===== config.mk =====
export PLATFORM = sky130hd
export DESIGN_NAME = bcd_down_counter
export DESIGN_NICKNAME = d
export VERILOG_FILES = /design/src/rtl/bcd_pkg.sv /design/src/rtl/bcd_digit_down.sv /design/src/rtl/bcd_down_counter.sv
export SDC_FILE = /design/constraint.sdc
export NUM_CORES = 1
export LEC_CHECK = 0
export ABC_AREA = 0
export BUFFER_PORTS_ARGS = -buffer_cell sky130_fd_sc_hd__buf_4
export CORE_MARGIN = 2
export CORE_UTILIZATION = 49
export DETAILED_ROUTE_END_ITERATION = 10
export GPL_ROUTABILITY_DRIVEN = 0
export GPL_TIMING_DRIVEN = 0
export PLACE_DENSITY = 0.82
export SLEW_MARGIN = 20
export SYNTH_ARGS = -nofsm -noshare
export SYNTH_HDL_FRONTEND = slang
export SYNTH_SLANG_ARGS = --single-unit

===== constraint.sdc =====
create_clock -name clk -period 0.8 [get_ports clk]
set_clock_uncertainty 0.1 [all_clocks]
set_input_delay 0.08 -clock clk [delete_from_list [all_inputs] [get_ports clk]]
set_output_delay 0.08 -clock clk [all_outputs]
set_load 0.02 [all_outputs]

===== src/rtl/bcd_pkg.sv =====
// Shared types, limits and helpers for the BCD counter family.
// Digits are 4-bit BCD codes. Values above 9 are clamped on entry.
package bcd_pkg;

  typedef logic [3:0] bcd_t;

  localparam bcd_t BCD_MAX = 4'd9;

  typedef enum logic {
    IDLE = 1'b0,
    RUN  = 1'b1
  } state_t;

  // Saturate a non-decimal nibble (A..F) to 9 so the counter never holds an illegal code.
  function automatic bcd_t bcd_clamp(input bcd_t d);
    return (d > BCD_MAX) ? BCD_MAX : d;
  endfunction

endpackage


===== src/rtl/bcd_digit_down.sv =====
// One BCD digit of a down counter: parallel load, borrow-in decrement, borrow-out.
// The digit exposes its next value so the parent can register flags that match Q.
module bcd_digit_down
  import bcd_pkg::*;
(
  input  logic clk,
  input  logic rst_n,
  input  logic load_i,
  input  bcd_t load_d_i,
  input  logic borrow_i,
  output logic borrow_o,
  output bcd_t q_o,
  output bcd_t q_d_o
);

  bcd_t q_q;
  bcd_t q_d;

  // NOTE: always_comb assigns a default first so no path leaves q_d unassigned (no latch).
  always_comb begin
    q_d = q_q;
    if (load_i) begin
      q_d = bcd_clamp(load_d_i);
    end else if (borrow_i) begin
      q_d = (q_q == 4'd0) ? BCD_MAX : q_q - 4'd1;
    end
  end

  // NOTE: sequential state uses non-blocking assignments so all digits update together.
  always_ff @(posedge clk or negedge rst_n) begin
    if (!rst_n) begin
      q_q <= 4'd0;
    end else begin
      q_q <= q_d;
    end
  end

  assign borrow_o = borrow_i & (q_q == 4'd0);
  assign q_o      = q_q;
  assign q_d_o    = q_d;

endmodule


===== src/rtl/bcd_down_counter.sv =====
// Loadable multi-digit BCD down counter with IDLE/RUN control, zero flag and
// a one-cycle terminal-count pulse. Counting is gated by the en tick.
module bcd_down_counter
  import bcd_pkg::*;
#(
  parameter int DIGITS = 2,
  parameter int WRAP   = 0
) (
  input  logic                clk,
  input  logic                rst,
  input  logic                load,
  input  logic [4*DIGITS-1:0] load_val,
  input  logic                start,
  input  logic                stop,
  input  logic                en,
  output logic [4*DIGITS-1:0] Q,
  output logic                zero,
  output logic                busy,
  output logic                done
);

  localparam int           W       = 4 * DIGITS;
  localparam logic [W-1:0] ONE     = W'(1);
  localparam bit           WRAP_EN = (WRAP != 0);

  // Assertion of rst clears everything at once; release is retimed to clk.
  logic [1:0] rst_sync_q;
  logic       rst_n;

  always_ff @(posedge clk or negedge rst) begin
    if (!rst) begin
      rst_sync_q <= 2'b00;
    end else begin
      rst_sync_q <= {rst_sync_q[0], 1'b1};
    end
  end

  assign rst_n = rst_sync_q[1];

  state_t        state_q, state_d;
  logic          busy_q, zero_q, done_q;
  logic          done_d;
  logic          run, dec, q_is_zero, q_is_one;
  logic [W-1:0]  q_next;
  logic [DIGITS:0] borrow;

  assign run       = (state_q == RUN);
  assign q_is_zero = (Q == '0);
  assign q_is_one  = (Q == ONE);

  // Without wrap, RUN never legitimately sits at zero; the guard keeps it from rolling to nines.
  assign dec       = run & en & ~load & ~stop & (WRAP_EN | ~q_is_zero);
  assign borrow[0] = dec;

  for (genvar i = 0; i < DIGITS; i++) begin : g_digit
    bcd_digit_down u_digit (
      .clk      (clk),
      .rst_n    (rst_n),
      .load_i   (load),
      .load_d_i (load_val[4*i +: 4]),
      .borrow_i (borrow[i]),
      .borrow_o (borrow[i+1]),
      .q_o      (Q[4*i +: 4]),
      .q_d_o    (q_next[4*i +: 4])
    );
  end

  // borrow[DIGITS] fires only when the whole count wraps from zero to all nines.
  always_comb begin
    state_d = state_q;
    done_d  = 1'b0;
    if (load) begin
      if (run && (load_val == '0) && !WRAP_EN) begin
        state_d = IDLE;
      end
    end else if (stop) begin
      state_d = IDLE;
    end else if (!run) begin
      if (start) begin
        if (!q_is_zero || WRAP_EN) begin
          state_d = RUN;
        end else begin
          done_d = 1'b1;
        end
      end
    end else if (dec) begin
      done_d = q_is_one | borrow[DIGITS];
      if (q_is_one && !WRAP_EN) begin
        state_d = IDLE;
      end
    end
  end

  // NOTE: every control register has an explicit reset value; zero resets high to match Q=0.
  always_ff @(posedge clk or negedge rst_n) begin
    if (!rst_n) begin
      state_q <= IDLE;
      busy_q  <= 1'b0;
      zero_q  <= 1'b1;
      done_q  <= 1'b0;
    end else begin
      state_q <= state_d;
      busy_q  <= (state_d == RUN);
      zero_q  <= (q_next == '0);
      done_q  <= done_d;
    end
  end

  assign zero = zero_q;
  assign busy = busy_q;
  assign done = done_q;

endmodule

Word-level counts from Yosys, hierarchy flattened
Index checks and enable logic that the tools add are counted.

Bits in registers: 13. Bits of input ports: 14.

$add $sub $neg: 2. Magnitude comparators: 2. Eq/ne operators: 2. Multiplexer cells: 22. Bitwise gates (word level): 10. Reduce and logical (&&, ||, !) cells: 6.

Operators with widths (count): two-way mux 4 bit (8); logical NOT 8 bit (3); two-way mux 1 bit (14); equality test 8 x 1 -> 1 bit (second input constant) (1); > comparator 4 bit (second input constant) (2); logical NOT 4 bit (2); subtractor 4 x 1 -> 4 bit (second input constant) (2); bitwise AND 1 bit (6); NOT 1 bit (3); inequality test 2 x 1 -> 1 bit (second input constant) (1); logical AND 1 bit (1); OR 1 bit (1).

Longest topological paths before layout
Gate-level depths: netlist of the first run.

Depth after elaboration: 11. Depth in mapped cells: 6. Mapped depth without buffers: 5.

Hierarchy
A second synthesis of the first run with hierarchy kept.

Cell total of the unflattened synthesis: 75. Area, all modules: 775.7 sq um.

Modules (own cells, without submodules): bcd_digit_down (instances 2, cells an instance 24, area an instance 247.7 sq um, seq. area each 100.1 sq um); bcd_down_counter (instances 1, cells an instance 27, area an instance 280.3 sq um, seq. area each 126.4 sq um).

Worst setup path before layout of the first run
OpenSTA, ideal clock, no wires.

Path kind: reg-to-reg. Start: register g_digit[1].u_digit.q_q[0]. End: register zero_q (netlist: zero). Library setup time: 0.090 ns. Data arrival time: 1.811 ns. Required time: 0.610 ns. Setup slack: -1.201 ns. Cell stages (with the launch flop): 6. Buffers on the path: 0. Period minus slack after synthesis: 2.001 ns. Cells stage by stage: dfrtp_1 -> or3_4 -> o41ai_4 -> a21oi_1 -> or4_1 -> nor4_2.

Cells in the longest elaborated chain, start to end: 7.

Ends and longest elaborated chain: from (decl) (line bcd_digit_down.sv:16) `bcd_t q_q;`; from (signal assigned) (line bcd_digit_down.sv:34) `q_q <= q_d;`; branches (longest 6 deep; another with subtractor 4 x 1 -> 4 bit); logical NOT 8 bit (*) (line bcd_down_counter.sv:104) `zero_q <= (q_next == '0);`; to (signal assigned) (line bcd_down_counter.sv:104); to (decl) (line bcd_down_counter.sv:41) `logic busy_q, zero_q, done_q;`.

Every way passes the cells marked *. A chain may end at the register's enable or synchronous reset.

Worst setup path in the final report of the first run
Ends and elaborated chain as after synthesis.

==> flow_summary.toml, run 1 <==
[status]
status = "finished with violations"
violations = "hold timing, setup timing"

[cells_and_area]
seq_area_um2 = 337.8
diodes = 0
fin_nets = 147
n_fill_cell = 79
area_growth_pct = 61.90
multi_input_area_um2 = 516.7
stdcell_area_mm2 = 0.001303
final_layout_size_suffix_gt1_share_pct = 54.55

[die]
io_pins = 25
dieArea_mm2 = 0.001982
die_h_um = 44.52
start_util_pct = 52.79
rows = 14
die_w_um = 44.52
core_area_mm2 = 0.001524

[setup_path]
startpoint = "g_digit[1].u_digit.q_o[0]"
regToRegStartpoint = "g_digit[1].u_digit.q_o[0]"
crit_arrival_ns = 2.24
r2r_end = "zero"
cp.required_ns = 0.90
critPathCaptureType = "flip-flop"
path_max_fanout = 4
worstRegToRegCells = 5
criticalPathCategory = "reg -> reg"
cp-start-kind = "flip-flop"
critical_path.endpoint = "zero"
rrSetupSlack_ns = -1.34

[timing]
setup_viol = 22
rsz0062_at_grt = "yes"
setup_ws_ns = -1.339
period_needed_ns = 2.139
holdWs_ns = -0.07995
slew_viol_final = 0
fin_crit_sh_pct = 267.4
timing.fmax_mhz = 467.4
hold_violations = 5

[clocking]
cts_buffer_depth = 2
cts_tree = "yes"
numCtsBuffers = 3
worstSkewPairLatency_ns = 0.28
cts_hold_buf = 1
clock-root-buffer = "clkbuf_4"
clock_sinks = 13
htree_levels = 1
clk_pin_slew_ns = 0.08

[yosys]
synth_ff_type = "dfrtp_1"
synth_cells = 87
yosysTopAreaCell = "dfrtp_1"
yosys-top-cells-count = "12 x dfrtp_1, 7 x nand2_1, 7 x nor2_1, 7 x o21ai_0, 6 x nand3_1"
ys_seq_area_share_pct = 40.59
synth_top_area_share_pct = 37.33
postSynth.asyncResetShare_pct = 100.0
yosysMostFrequentCell = "dfrtp_1"
synth-edff-count = 0
netlist_top_cells_area = "dfrtp_1 37%, o21ai_0 4.4%, nand3_1 3.7%"
synth_fp_nets = 101
netlist_area_um2 = 804.5
synth_cell_types = 36
syn_area_per_cell_um2 = 9.247
ys_warn_count = 0
ys_ff_latch = 13

[routing]
wl_per_cell_um = 19.02
drcViolationCount = 0
initialDrtViolationCount = 66
drt-total-wl_mm = 2.815
vias_per_cell = 6.561
num_vias = 971
first_pass_iters = 5
drtAntennaViolNets = 0

[global_route]
grt_pass1_wl_mm = 4.015
grt_overflow_total = 0
antenna_found_initial = 0
grt_start_max_net_pins = 12
grtUsageTotal_pct = 29.74
grt_pass1_vias = 850

[pwr]
ir_drop_mv = 1.478
p_leak_nw = 0.5571
powerDensity_mw_per_mm2 = 1409
finalPower_mw = 1.835

[place]
placed_cell_area_mm2 = 0.001027
dp_hpwl_mm = 1.594
place_ws_ns = -1.251
port_buffers = 24

[run]
cap_violations = 0

[hold_path]
worstHoldPathType = "in -> reg"
==> worst min-delay path by stage <==
stage / to / slack [ns] / start / cells after the start
3_3_place_gp: rst_sync_q[0] / -0.24 / rst / 1
2_1_floorplan: rst_sync_q[0] / -0.32 / rst / 0
3_5_place_dp: rst_sync_q[1] / -0.24 / rst / 1
4_1_cts: g_digit[1].u_digit.q_o[2] / -0.07 / load_val[6] / 2
6_report: g_digit[1].u_digit.q_o[2] / -0.08 / load_val[6] / 2
5_1_grt: g_digit[1].u_digit.q_o[2] / -0.07 / load_val[6] / 2
==> where the power goes <==
part | internal (mW) | total [mW] | switching, mW
clock | 0.194 | 0.417 | 0.223
combinational | 0.321 | 0.614 | 0.293
sequential | 0.710 | 0.804 | 0.0938
==> cell families after synthesis <==
logic type	after synthesis	synth area share [%]
other cells	1	0.4661
mux	1	1.244
flops	13	40.59
buf+inv	6	3.887
compound gates	26	24.11
simple gates	40	29.71
==> cell type report <==
cell class / instances / share of cell area (%)
Multi-Input combinational cell: 68 / 39.67
Timing Repair Buffer: 41 / 28.43
Sequential cell: 13 / 25.94
Clock buffer: 4 / 2.017
Tap cell: 16 / 1.537
Buffer: 2 / 1.249
Inverter: 4 / 1.153
==> through the flow <==
step           cells  TNS [ns]  hold WS, ns  utilization [%]
2_1_floorplan     87    -8.767      -0.3156                -
6_report         148    -13.91     -0.07995            85.47
3_5_place_dp     127    -9.569      -0.2361            67.41
4_1_cts          141    -13.22     -0.07091            79.47
5_1_grt          148    -14.89     -0.07004            85.47
3_3_place_gp     127    -9.263      -0.2373            67.41
==> sequential cells by signal, indices dropped and copies added, names as in the netlist <==
register and count:
done 1, busy 1, rst_sync_q 2, zero 1, g_digit.u_digit.q_o 8
==> worst max-delay path: stages (launching register included) <==
cell and delay, ns:
dfrtp_2 0.45, or3_4 0.42, o41ai_4 0.30, a21oi_2 0.12, or4_1 0.51, nor4_2 0.16
==> metal layers <==
metal / global-route usage, % / part of all wire [%]
met5: 0 / 0
met4: 18.79 / 3.5
met3: 11.02 / 11
met2: 43.19 / 48
met1: 36.95 / 37
==> cells in the final DEF, fill, tap and decap left out, drive strengths merged, types with 2 or more instances in the layout <==
cell	instances
or3	3
inv	4
a21oi	5
or4	2
nand2	7
a211oi	3
o2bb2ai	2
nor3	3
nand3b	2
o21ai	7
buf	42
nand3	6
nor4	5
nor2	7
dfrtp	12
clkbuf	4
==> what timing repair did <==
action                     4_1_cts  5_1_grt
setup endpoints to repair       22       22
resized for setup               24       12
hold endpoints to repair         7        8
setup buffers                    9        9
pin swaps                        3        0
(Power assumes the default switching activity.)
==> run 2, diff against run 1 <==
clock period = 2.2 ns   (was 0.8 ns; I/O delays follow)
==> run 2 against run 1 <==
Against the previous run: the flow now finishes without violations; via count decreased by 15%; clock power down 65%; flip-flop and latch count unchanged; largest power group unchanged; critical path type unchanged; largest cell class unchanged; final area down 18%; hold slack better by 0.15 ns; register-to-register slack improved by 1.4 ns.
==> flow_summary.toml, run 2 (same netlist as run 1, synthesis figures left out) <==
[status]
status = "finished clean"

[routing]
drtAntennaViolNets = 0
num_vias = 822
drt-total-wl_mm = 2.079
initialDrtViolationCount = 43
wl_per_cell_um = 15.75
drcViolationCount = 0
vias_per_cell = 6.227
first_pass_iters = 4

[cells_and_area]
area_growth_pct = 32.19
finalNonFillerCells = 132
fin_nets = 131
layout_common_cells = "24 x buf_4, 11 x dfrtp_1, 7 x nor2_1, 7 x nand2_1, 7 x o21ai_0"
utilization_pct = 69.79
largest_reg_flops = 8
final_layout_size_suffix_gt1_share_pct = 33.62
diodes = 0
final_common_cell = "buf_4"

[clocking]
clk_pin_slew_ns = 0.07
clock-root-buffer = "clkbuf_4"
cts_tree = "yes"
htree_levels = 1
numCtsBuffers = 3
clock_sinks = 13
cts_buffer_depth = 2
worstSkewPairLatency_ns = 0.28
cts_setup_buffers = 0

[global_route]
grt_pass1_wl_mm = 3.498
antenna_found_initial = 0
use_met1_pct = 34.54
grt_overflow_total = 0
grtUsageTotal_pct = 24.53
grt_pass1_vias = 747
grt_start_max_net_pins = 12
use_met2_pct = 37.97
grt-busiest-layer = "met2"
met3_usage_pct = 2.449

[timing]
slew_viol_final = 0
fin_crit_sh_pct = 95.50
timing.fmax_mhz = 476.0
period_needed_ns = 2.101
setup_viol = 0
hold_violations = 0
finalSetupTns_ns = 0

[die]
die_h_um = 44.52
io_pins = 25
dieArea_mm2 = 0.001982
start_util_pct = 52.79
rows = 14
die_w_um = 44.52
core_area_mm2 = 0.001524

[hold_path]
worstHoldPathType = "in -> reg"

[setup_path]
path_max_fanout = 7
cp.required_ns = 2.29
crit_arrival_ns = 2.19
criticalPathCategory = "reg -> reg"
cp-start-kind = "flip-flop"
critPathCaptureType = "flip-flop"

[pwr]
finalPower_uw = 583.6
powerDensity_mw_per_mm2 = 548.8
p_leak_nw = 0.4609
ir_drop_mv = 0.4021

[place]
dpl.cell_count = 127
port_buffers = 24
dp_hpwl_mm = 1.548

[run]
cap_violations = 0
-- run 2: cell types whose count changed in the layout (fill, tap and decap cells not counted), sizes merged --
cell	change
buf	-16
-- run 2: area by class of cell --
| class | instances | area, µm² |
|---|---|---|
| Buffer | 2 | 16.27 |
| Clock buffer | 4 | 26.28 |
| Fill cell | 133 | 460.4 |
| Inverter | 4 | 15.01 |
| Multi-Input combinational cell | 68 | 467.9 |
| Sequential cell | 13 | 327.8 |
| Tap cell | 16 | 20.02 |
| Timing Repair Buffer | 25 | 190.2 |
-- run 2: worst paths after layout --
check | slack [ns] | from | end | cells past startpoint
max in group asynchronous | 1.55 | rst_sync_q[1] | g_digit[1].u_digit.q_o[0] | 0
min in group asynchronous | 0.10 | rst_sync_q[1] | g_digit[0].u_digit.q_o[3] | 0
max | 0.1 | g_digit[0].u_digit.q_o[2] | zero | 5
min | 0.07 | load_val[5] | g_digit[1].u_digit.q_o[1] | 2
min reg2reg | 0.10 | rst_sync_q[1] | g_digit[0].u_digit.q_o[3] | 0
max reg2reg | 0.1 | g_digit[0].u_digit.q_o[2] | zero | 5
-- run 2: power by group --
part | internal, mW | leakage, nW | switching [mW]
sequential | 0.255 | 0.157 | 0.0364
combinational | 0.0703 | 0.289 | 0.0748
clock | 0.0704 | 0.0150 | 0.0763
total | 0.396 | 0.461 | 0.187
-- run 2: per-layer routing --
| layer | vias to the layer above | part of all wire (%) |
|---|---|---|
| li1 | 391 | - |
| met2 | 39 | 48 |
| met1 | 387 | 45 |
| met5 | - | 0 |
| met4 | 0 | 1.7 |
| met3 | 5 | 5.6 |
-- run 2: worst max-delay path, cell delays in order (launching register included) --
cell	delay (ns)
dfrtp_1	0.46
or3_4	0.42
o41ai_4	0.24
a21oi_1	0.14
or4_4	0.50
nor4_2	0.15
-- run 2: what timing repair did --
| action | in CTS | in global routing |
|---|---|---|
| gates resized for setup | 0 | 4 |
| hold endpoints to repair | 2 | 0 |
| setup endpoints to repair | 0 | 1 |
| hold buffers | 1 | 0 |
-- run 2: per-stage QoR --
step,hold slack (ns),worst slack [ns],instance area [µm²]
final,0.07328,0.09900,1064
after global routing,0.07115,-0.009868,1064
after CTS,0.06977,0.1007,1041
after detailed placement,-0.09675,0.1189,1005
after global placement,-0.09722,0.1413,1005
after floorplan,-0.1756,0.1985,804.5
==> run 3, diff against run 2 <==
BUFFER_PORTS_ARGS = default   (was -buffer_cell sky130_fd_sc_hd__buf_4)
CORE_UTILIZATION = 60   (was 49)
DONT_BUFFER_PORTS = 1   (was default)
PLACE_DENSITY = 0.81   (was 0.82)
clock period = 2.6 ns   (was 2.2 ns; I/O delays follow)
==> run 3 against run 2 <==
Against the previous run: utilization is 1.1 points lower; wire length is 5.7% lower; flip-flop and latch count stayed put; count of clock-buffer cells in the layout is 1 lower; hold slack worse by 0.067 ns; setup slack better by 0.30 ns; first-iteration DRC count is 12% lower; die area is 17% lower; final area is 18% lower; clock power is 15% lower; highest routed layer unchanged.
==> flow_summary.toml, run 3 (same netlist as run 1, synthesis figures left out) <==
[status]
status = "finished clean"

[global_route]
grt_pass1_vias = 654
antenna_found_initial = 0
grtUsageTotal_pct = 26.91
grt_start_max_net_pins = 12
grt_overflow_total = 0
grt_pass1_wl_mm = 2.808

[clocking]
clock_sinks = 13
numCtsBuffers = 3
clock-root-buffer = "clkbuf_4"
cts_resized = 0
htree_levels = 1
cts_buffer_depth = 2
worstSkewPairLatency_ns = 0.28
cts_tree = "yes"
clk_pin_slew_ns = 0.09

[die]
dieArea_mm2 = 0.001650
die_h_um = 40.62
start_util_pct = 63.41
core_area_mm2 = 0.001269
rows = 13
io_pins = 25
die_w_um = 40.62

[run]
cap_violations = 0

[timing]
hold_violations = 0
period_needed_ns = 2.196
finalSetupTns_ns = 0
setup_viol = 0
rsz0062_at_grt = "no"
slew_viol_final = 0
fin_crit_sh_pct = 84.47
timing.fmax_mhz = 455.3
setup_ws_ns = 0.4038

[cells_and_area]
largest_reg_flops = 8
layout_common_cells = "12 x dfrtp_1, 7 x nor2_1, 7 x nand2_1, 7 x o21ai_0, 6 x nand3_1"
stdcell_area_um2 = 870.8
area_growth_pct = 8.243
diodes = 0
fin_nets = 108
final_common_cell = "dfrtp_1"
final_layout_size_suffix_gt1_share_pct = 15.05

[setup_path]
criticalPathCategory = "reg -> reg"
path_max_fanout = 8
cp.required_ns = 2.69
critPathCaptureType = "flip-flop"
cp-start-kind = "flip-flop"
crit_arrival_ns = 2.28

[pwr]
clockPowerShare_pct = 27.7
ir_drop_mv = 0.4298
finalPower_uw = 451.5
p_leak_nw = 0.3381
pwr-share-comb_pct = 14.7
swShare_pct = 32.78
powerDensity_mw_per_mm2 = 518.5
p_int_uw = 303.5
seqPwrFrac_pct = 57.6
switchingPower_uw = 148.0

[routing]
wl_per_cell_um = 18.16
drt-total-wl_mm = 1.961
vias_per_cell = 6.824
drtAntennaViolNets = 0
initialDrtViolationCount = 38
drcViolationCount = 0
first_pass_iters = 5
num_vias = 737

[place]
place_ws_ns = 0.4520
dp_hpwl_mm = 1.430
placed_cell_area_um2 = 823.3
port_buffers = 0

[hold_path]
worstHoldPathType = "in -> reg"
-- run 3: cell count changes in the layout (fill, tap and decap cells not counted), sizes merged --
cell and delta:
dlygate4sd3 +1, clkbuf -1, buf -24, clkinv +1
-- run 3: path summary, 6_finish.rpt --
kind	from	end	slack (ns)	cells past startpoint
min in group asynchronous	rst_sync_q[1]	g_digit[1].u_digit.q_o[0]	0.08	0
setup / recovery	g_digit[0].u_digit.q_o[0]	zero	0.40	5
hold reg to reg	rst_sync_q[1]	g_digit[1].u_digit.q_o[0]	0.08	0
hold / removal	load_val[5]	g_digit[1].u_digit.q_o[1]	0.007	1
max in group asynchronous	rst_sync_q[1]	zero	1.98	0
setup reg to reg	g_digit[0].u_digit.q_o[0]	zero	0.40	5
-- run 3: area by class of cell --
type	instances	area, µm²
Fill cell	101	397.9
Inverter	4	15.01
Clock buffer	3	22.52
Timing Repair Buffer	2	20.02
Sequential cell	13	326.6
Buffer	2	16.27
Clock inverter	1	5.005
Multi-Input combinational cell	68	446.7
Tap cell	15	18.77
-- run 3: what timing repair did --
item / 4_1_cts / 5_1_grt
endpoints found under the hold margin: 2 / 1
setup buffers: 0 / 0
hold buffers: 1 / 1
-- run 3: worst max-delay path, stage by stage (launching register included) --
cell and delay (ns):
dfrtp_1 0.52, nand3b_2 0.36, o41ai_4 0.35, a21oi_1 0.14, or4_1 0.50, nor4_2 0.15
-- run 3: layer usage --
metal / vias up / share of wire (%) / track usage (%)
met5: - / 0 / 0
met4: 0 / 1.5 / 11.67
met3: 9 / 11 / 6.522
met2: 53 / 50 / 42.46
met1: 331 / 38 / 34.97
li1: 344 / - / -
-- run 3: power by group through the flow --
stage | logic (mW) | registers [mW] | clock network [mW]
after global routing | 0.0725 | 0.264 | 0.137
after global placement | 0.0595 | 0.263 | 0
final | 0.0662 | 0.260 | 0.125
after CTS | 0.0625 | 0.260 | 0.125
after floorplan | 0.0509 | 0.257 | 0
after detailed placement | 0.0605 | 0.264 | 0
-- run 3: stage by stage --
stage / utilization, % / hold WS, ns / cells
finish: 68.64 / 0.006673 / 108
global route: 68.64 / 0.004272 / 108
CTS: 67.85 / 0.005292 / 107
detailed placement: 64.89 / -0.1356 / 102
global placement: 64.89 / -0.1356 / 102
floorplan: - / -0.1356 / 87
